`config.mk`:
```
export PLATFORM = sky130hd
export DESIGN_NAME = display_scan
export DESIGN_NICKNAME = d
export VERILOG_FILES = /design/src/rtl/display_scan.sv
export SDC_FILE = /design/constraint.sdc
export NUM_CORES = 1
export LEC_CHECK = 0
export ABC_AREA = 1
export CAP_MARGIN = 0
export CORE_MARGIN = 2
export CORE_UTILIZATION = 58
export CTS_CLUSTER_DIAMETER = 120
export DETAILED_ROUTE_END_ITERATION = 16
export HOLD_SLACK_MARGIN = 0.06
export PLACE_DENSITY = 0.83
export REMOVE_ABC_BUFFERS = 1
export SYNTH_ARGS = -nofsm -noshare
export SYNTH_HDL_FRONTEND = slang
export SYNTH_SLANG_ARGS = --single-unit
```
`constraint.sdc`:
```
create_clock -name clk -period 3.2 [get_ports clk]
set_input_delay 0.64 -clock clk [delete_from_list [all_inputs] [get_ports clk]]
set_output_delay 0.64 -clock clk [all_outputs]
set_load 0.005 [all_outputs]
```
`src/rtl/display_scan.sv`:
```
// Time-multiplexed scan controller for a 4-digit 7-segment display.
// New values are shadowed and committed only at frame end so a frame never mixes digits.
module display_scan #(
  parameter int DIV   = 50000,
  parameter int BLANK = 1000
) (
  input  logic        clk,
  input  logic        reset,
  input  logic [15:0] num,
  input  logic        load,
  input  logic        lz_en,
  output logic        ready,
  output logic [1:0]  digit,
  output logic [3:0]  hexval,
  output logic        blank,
  output logic        frame_done
);

  localparam int CW = (DIV > 1) ? $clog2(DIV) : 1;

  logic [CW-1:0] cnt_q, cnt_d;
  logic [1:0]    dig_q, dig_d;
  logic [15:0]   disp_q, disp_d;
  logic [15:0]   shad_q, shad_d;
  logic          pend_q, pend_d;
  logic          lz_q;
  logic          slot_end_s;
  logic          commit_s;
  logic          supp_s;

  assign slot_end_s = (cnt_q == CW'(DIV - 1));
  assign commit_s   = slot_end_s && (dig_q == 2'd3);

  // Next-state: slot counter, digit walk, commit and load handshake
  always_comb begin
    cnt_d  = cnt_q;
    dig_d  = dig_q;
    disp_d = disp_q;
    shad_d = shad_q;
    pend_d = pend_q;
    if (slot_end_s) begin
      cnt_d = '0;
      dig_d = dig_q + 2'd1;
    end else begin
      cnt_d = cnt_q + CW'(1);
      dig_d = dig_q;
    end
    // commit needs pend=1 and load needs pend=0, so the branches never collide
    if (commit_s && pend_q) begin
      disp_d = shad_q;
      pend_d = 1'b0;
    end else if (load && !pend_q) begin
      shad_d = num;
      pend_d = 1'b1;
    end else begin
      disp_d = disp_q;
      shad_d = shad_q;
      pend_d = pend_q;
    end
  end

  // State registers; lz_en is registered so no input reaches an output combinationally
  always_ff @(posedge clk) begin
    if (reset) begin
      cnt_q  <= '0;
      dig_q  <= 2'd0;
      disp_q <= 16'h0000;
      shad_q <= 16'h0000;
      pend_q <= 1'b0;
      lz_q   <= 1'b0;
    end else begin
      cnt_q  <= cnt_d;
      dig_q  <= dig_d;
      disp_q <= disp_d;
      shad_q <= shad_d;
      pend_q <= pend_d;
      lz_q   <= lz_en;
    end
  end

  // Output decode from registered state only
  always_comb begin
    supp_s = 1'b0;
    hexval = 4'h0;
    case (dig_q)
      2'd0: begin
        supp_s = 1'b0;
        hexval = disp_q[3:0];
      end
      2'd1: begin
        supp_s = lz_q && (disp_q[15:4] == 12'h000);
        hexval = disp_q[7:4];
      end
      2'd2: begin
        supp_s = lz_q && (disp_q[15:8] == 8'h00);
        hexval = disp_q[11:8];
      end
      2'd3: begin
        supp_s = lz_q && (disp_q[15:12] == 4'h0);
        hexval = disp_q[15:12];
      end
      default: begin
        supp_s = 1'b0;
        hexval = 4'h0;
      end
    endcase
    blank      = (cnt_q < CW'(BLANK)) || supp_s;
    digit      = dig_q;
    ready      = ~pend_q;
    frame_done = commit_s;
  end

endmodule

```
# Yosys cells after proc, flatten, opt, wreduce, memory -nomap -nowiden
# Cells that the tools add are included.
dict set report word_totals {
  regBits 52
  n_memories 0
  rom_bits 0
  mem_bits_rw 0
  latchBits 0
  elab_cells 32
  out_inout_bits 9
}
dict set report op_classes {
  add_sub_neg 2
  div_mod_pow 0
  shift 0
  n_mul 0
  n_reduce_logical 15
  magnitude_cmp 1
  eq_ne 4
  mux 2
  n_bitwise 2
}
# operator n
set op_table {}
lappend op_table {{adder 16 x 1 -> 16 bit, second input constant} 1}
lappend op_table {{== test 16 bit, second input constant} 1}
lappend op_table {{< comparator 16 x 10 -> 1 bit, second input constant} 1}
lappend op_table {{case mux 4 bit (4 select lines)} 1}
lappend op_table {{zero test 12 bit} 1}
lappend op_table {{zero test 8 bit} 1}
lappend op_table {{logical AND 1 bit} 6}
lappend op_table {{== test 2 bit, second input constant} 2}
lappend op_table {{zero test 4 bit} 1}
lappend op_table {{case mux 1 bit (4 select lines)} 1}
lappend op_table {{OR reduction 2 bit} 2}
lappend op_table {{adder 2 x 1 -> 2 bit, second input constant} 1}
lappend op_table {{== test 2 x 1 -> 1 bit, second input constant} 1}
lappend op_table {{zero test 2 bit} 1}
lappend op_table {{inverter 1 bit} 2}
lappend op_table {{AND reduction 2 bit} 1}
lappend op_table {{zero test 1 bit} 1}
lappend op_table {{logical OR 1 bit} 1}

# Longest topological paths before layout
dict set report logic_depth {
  word_depth 5
  mapped_depth 9
  depth_no_buf 9
}

# Least setup slack after synthesis
# No wires, ideal clock.
dict set report synth_timing {
  path_kind {flip-flop to output port}
  from {register dig_q[1] (netlist: digit[1])}
  to {output port frame_done}
  arrival_ns 1.275
  path_stages_with_launch 6
  path_slack_ns 1.285
  cell_sequence {dfxtp_1 -> ha_1 -> clkbuf_1 -> buf_2 -> nand4_1 -> inv_1}
}
dict set report synth_between {
  elab_chain_cells 2
}
# element line
set synth_lines {}
lappend synth_lines {{start: declaration} 22} ;# logic [1:0] dig_q, dig_d;
lappend synth_lines {{start signal: assignment} 73} ;# dig_q <= dig_d;
lappend synth_lines {{== test 2 bit} 32} ;# assign commit_s = slot_end_s && (dig_q == 2'd3);
lappend synth_lines {{logical AND 1 bit} 32}
lappend synth_lines {{end: declaration} 16} ;# output logic frame_done
# Every way passes these cells.

# Final worst setup path
dict set report layout_timing {
  from {register dig_q[0] (netlist: digit[0])}
  to {output port blank}
}
dict set report layout_between {
  elab_chain_cells 3
}
# element line
set layout_lines {}
lappend layout_lines {{== test 2 bit (tied with other cells)} 85} ;# case (dig_q)
lappend layout_lines {{case mux 1 bit (4 select lines) (*)} 85}
lappend layout_lines {{logical OR 1 bit (*)} 107} ;# blank = (cnt_q < CW'(BLANK)) || supp_s;
lappend layout_lines {{end: declaration} 15} ;# output logic blank,
# Mark *: on every way between the ends. The rest lies on a longest branch, timed or not.

==> run_results.csv <==
group,metric,value,unit
global_route,grt_use_total,24.75,%
hold_path,min_to,"cnt_q[0]$_SDFF_PP0_",
clocking,cts_root_buf,"clkbuf_8",
place,io_buffers,28,
critical_path,rrSetupSlack,1.40,ns
cells_and_area,antennaDiodeCount,0,
critical_path,reg2reg_depth,6,
sta,period_needed,2.794,ns
drt,vias,2215,
synth,syn_avg_cell_area,7.341,µm²
critical_path,endpoint_kind,"output pin",
die,dieArea,0.004629,mm²
clocking,post_cts_resized,0,
critical_path,path_max_fanout,7,
critical_path,r2r-start,"cnt_q[0]$_SDFF_PP0_",
sta,worst_pin_slew,0.5569,ns
power_and_ir_drop,ir_drop,299.1,µV
drt,wl,5382,µm
synth,ys_warn_count,0,
drt,first_pass_iters,4,
sta,finClkSkew,0.005586,ns
die,die_x,68.04,µm
run,drv_cap,0,
status,outcome,"complete, no violations",
die,rows,23,
hold_path,whs_path_depth,1,
clocking,clock-sinks,52,
critical_path,required,2.56,ns
cells_and_area,fin_nets,375,
synth,ys_ff_latch,52,
sta,setup_tns,0,ns
sta,rsz0062_at_grt,"false",
sta,hold_violations,0,
sta,period_share,87.31,%
global_route,antenna_found_initial,0,
sta,fmax,357.9,MHz
drt,drc_errors,0,
drt,vias_per_cell,5.524,
die,initial_core_util,59.89,%
power_and_ir_drop,p_total,0.001256,W
die,die_y,68.04,µm
critical_path,path_class,"reg2out",
cells_and_area,n_fill_cell,334,
synth,synth_area,0.002379,mm²
place,dp_hpwl,3850,µm
cells_and_area,final-seq-area,0.001041,mm²
cells_and_area,drive_gt1_share,7.407,%
synth,synth-seq-area-share,43.77,%
sta,fin_ws,0.4059,ns
clocking,worstSkewPairLatency,0.31,ns
clocking,path_clk_slew,0.09,ns
critical_path,start_kind,"flip-flop",
die,ios,29,
sta,final_max_slew_viol_count,0,
sta,slew_headroom,62.79,%
global_route,overflow,0,
global_route,grt_max_degree,20,
cells_and_area,synthToLayoutAreaGrowth,17.89,%
critical_path,worstPathArrival,2.15,ns
place,globalplace.congestion,0.8741,
drt,antenna_left,0,
critical_path,r2r_end,"cnt_q[2]$_SDFF_PP0_",
synth,syn_inst,324,
clocking,cts_hold_buf,0,
clocking,tritoncts,"built",
clocking,numCtsBuffers,5,
global_route,grt_pass1_vias,1847,
drt,drtIter0Drc,132,
synth,ys_types,30,
global_route,grt_first_pass_wirelength,8452,µm
hold_path,hp-start,"cnt_q[0]$_SDFF_PP0_",
clocking,cts_setup_buffers,0,
drt,wire_per_inst,13.42,µm
die,core_area,0.003971,mm²
power_and_ir_drop,powerDensity,448.0,mW/mm²
clocking,htree_levels,2,
clocking,cts_buffer_depth,2,
hold_path,hp-class,"reg2reg",
cells_and_area,multiInputGateArea,0.001159,mm²
place,post-place-ws,0.7670,ns
power_and_ir_drop,p_leak,1.045,nW
sta,setup_viol,0,
==> cell usage in the layout (no fill, tap or decap), drive strengths merged, types with 5 or more instances in the layout <==
cell,count
a21oi,30
clkbuf,7
clkdlybuf4s50,28
dfxtp,52
ha,5
inv,28
nand2,57
nand3,14
nand4,21
nor2,64
nor3,5
o21ai,24
==> worst max-delay path, cell delays in order (launching register included) <==
cell and delay [ns]:
dfxtp_1 0.39, inv_1 0.10, ha_1 0.23, inv_1 0.16
nand4_1 0.12, nor3_1 0.17, nand2_1 0.08, nand2_1 0.10
clkdlybuf4s50_1 0.50
==> report_power, final <==
| group | internal, W | switching (W) | total, W |
|---|---|---|---|
| clock | 0.000276 | 0.000214 | 0.000490 |
| combinational | 0.0000402 | 0.0000449 | 0.0000852 |
| sequential | 0.000668 | 0.0000130 | 0.000681 |
| total | 0.000985 | 0.000272 | 0.00126 |
==> sequential cells by signal, summed over array words and instances (netlist names) <==
name and count:
shad_q 16, cnt_q 16, lz_q 1, pend_q 1
digit 2, disp_q 16
==> cells in the mapped netlist (all sizes together) <==
cell | count | area [µm²]
o31ai | 1 | 7.510
nand2 | 57 | 229.0
a21oi | 30 | 150.1
nor2 | 64 | 269.0
nand4 | 21 | 131.4
nand3 | 14 | 87.59
a21o | 1 | 7.510
a221oi | 2 | 17.52
o21ai | 24 | 120.1
nor3b | 2 | 15.01
xor2 | 2 | 17.52
dfxtp | 52 | 1041
buf | 9 | 58.80
ha | 5 | 62.56
nor3 | 5 | 25.02
clkbuf | 4 | 15.01
a31oi | 2 | 12.51
nor4 | 1 | 6.260
inv | 28 | 105.1
==> metal layers <==
layer | vias up | GRT usage [%] | wire length [µm]
met5 | - | 0 | 0
met4 | 0 | 11.25 | 122
met3 | 12 | 4.605 | 244
met2 | 61 | 39.93 | 2523
met1 | 1014 | 32.01 | 2492
li1 | 1128 | - | -
==> final cells by class <==
class | count | area share, %
clock inverter | 1 | 1.071
multi-input combinational | 231 | 41.32
inverter | 28 | 3.748
tap | 50 | 2.231
timing repair buffer | 32 | 11.07
sequential | 52 | 37.13
clock buffer | 7 | 3.436
==> worst max-delay path by stage <==
| stage | start | endpoint | slack, ns |
|---|---|---|---|
| 3_3_place_gp | digit[0]$_SDFFE_PP0N_ | blank | 0.83 |
| 6_report | digit[0]$_SDFFE_PP0N_ | blank | 0.41 |
| 2_1_floorplan | digit[1]$_SDFFE_PP0N_ | hexval[1] | 1.22 |
| 5_1_grt | digit[0]$_SDFFE_PP0N_ | blank | 0.23 |
| 3_5_place_dp | digit[0]$_SDFFE_PP0N_ | blank | 0.77 |
| 4_1_cts | digit[0]$_SDFFE_PP0N_ | blank | 0.41 |
==> kinds of logic after synthesis <==
kind of cell	count (synthesis)	share of synthesized area [%]
flip-flops	52	43.77
adder cells (fa/ha/maj)	5	2.630
AND/OR/NAND/NOR	164	32.09
XOR/XNOR	2	0.7366
AO/OA/AOI/OAI	60	13.26
buffers and inverters	41	7.522
==> stage by stage <==
step	cells	util, %	area [µm²]	hold WS, ns
2_1_floorplan	311	-	2305	0.4176
3_3_place_gp	393	67.42	2678	0.4352
3_5_place_dp	393	67.42	2678	0.4355
4_1_cts	401	70.60	2804	0.4541
5_1_grt	401	70.60	2804	0.4849
6_report	401	70.60	2804	0.4505
Power figures use the tool's default switching activity.
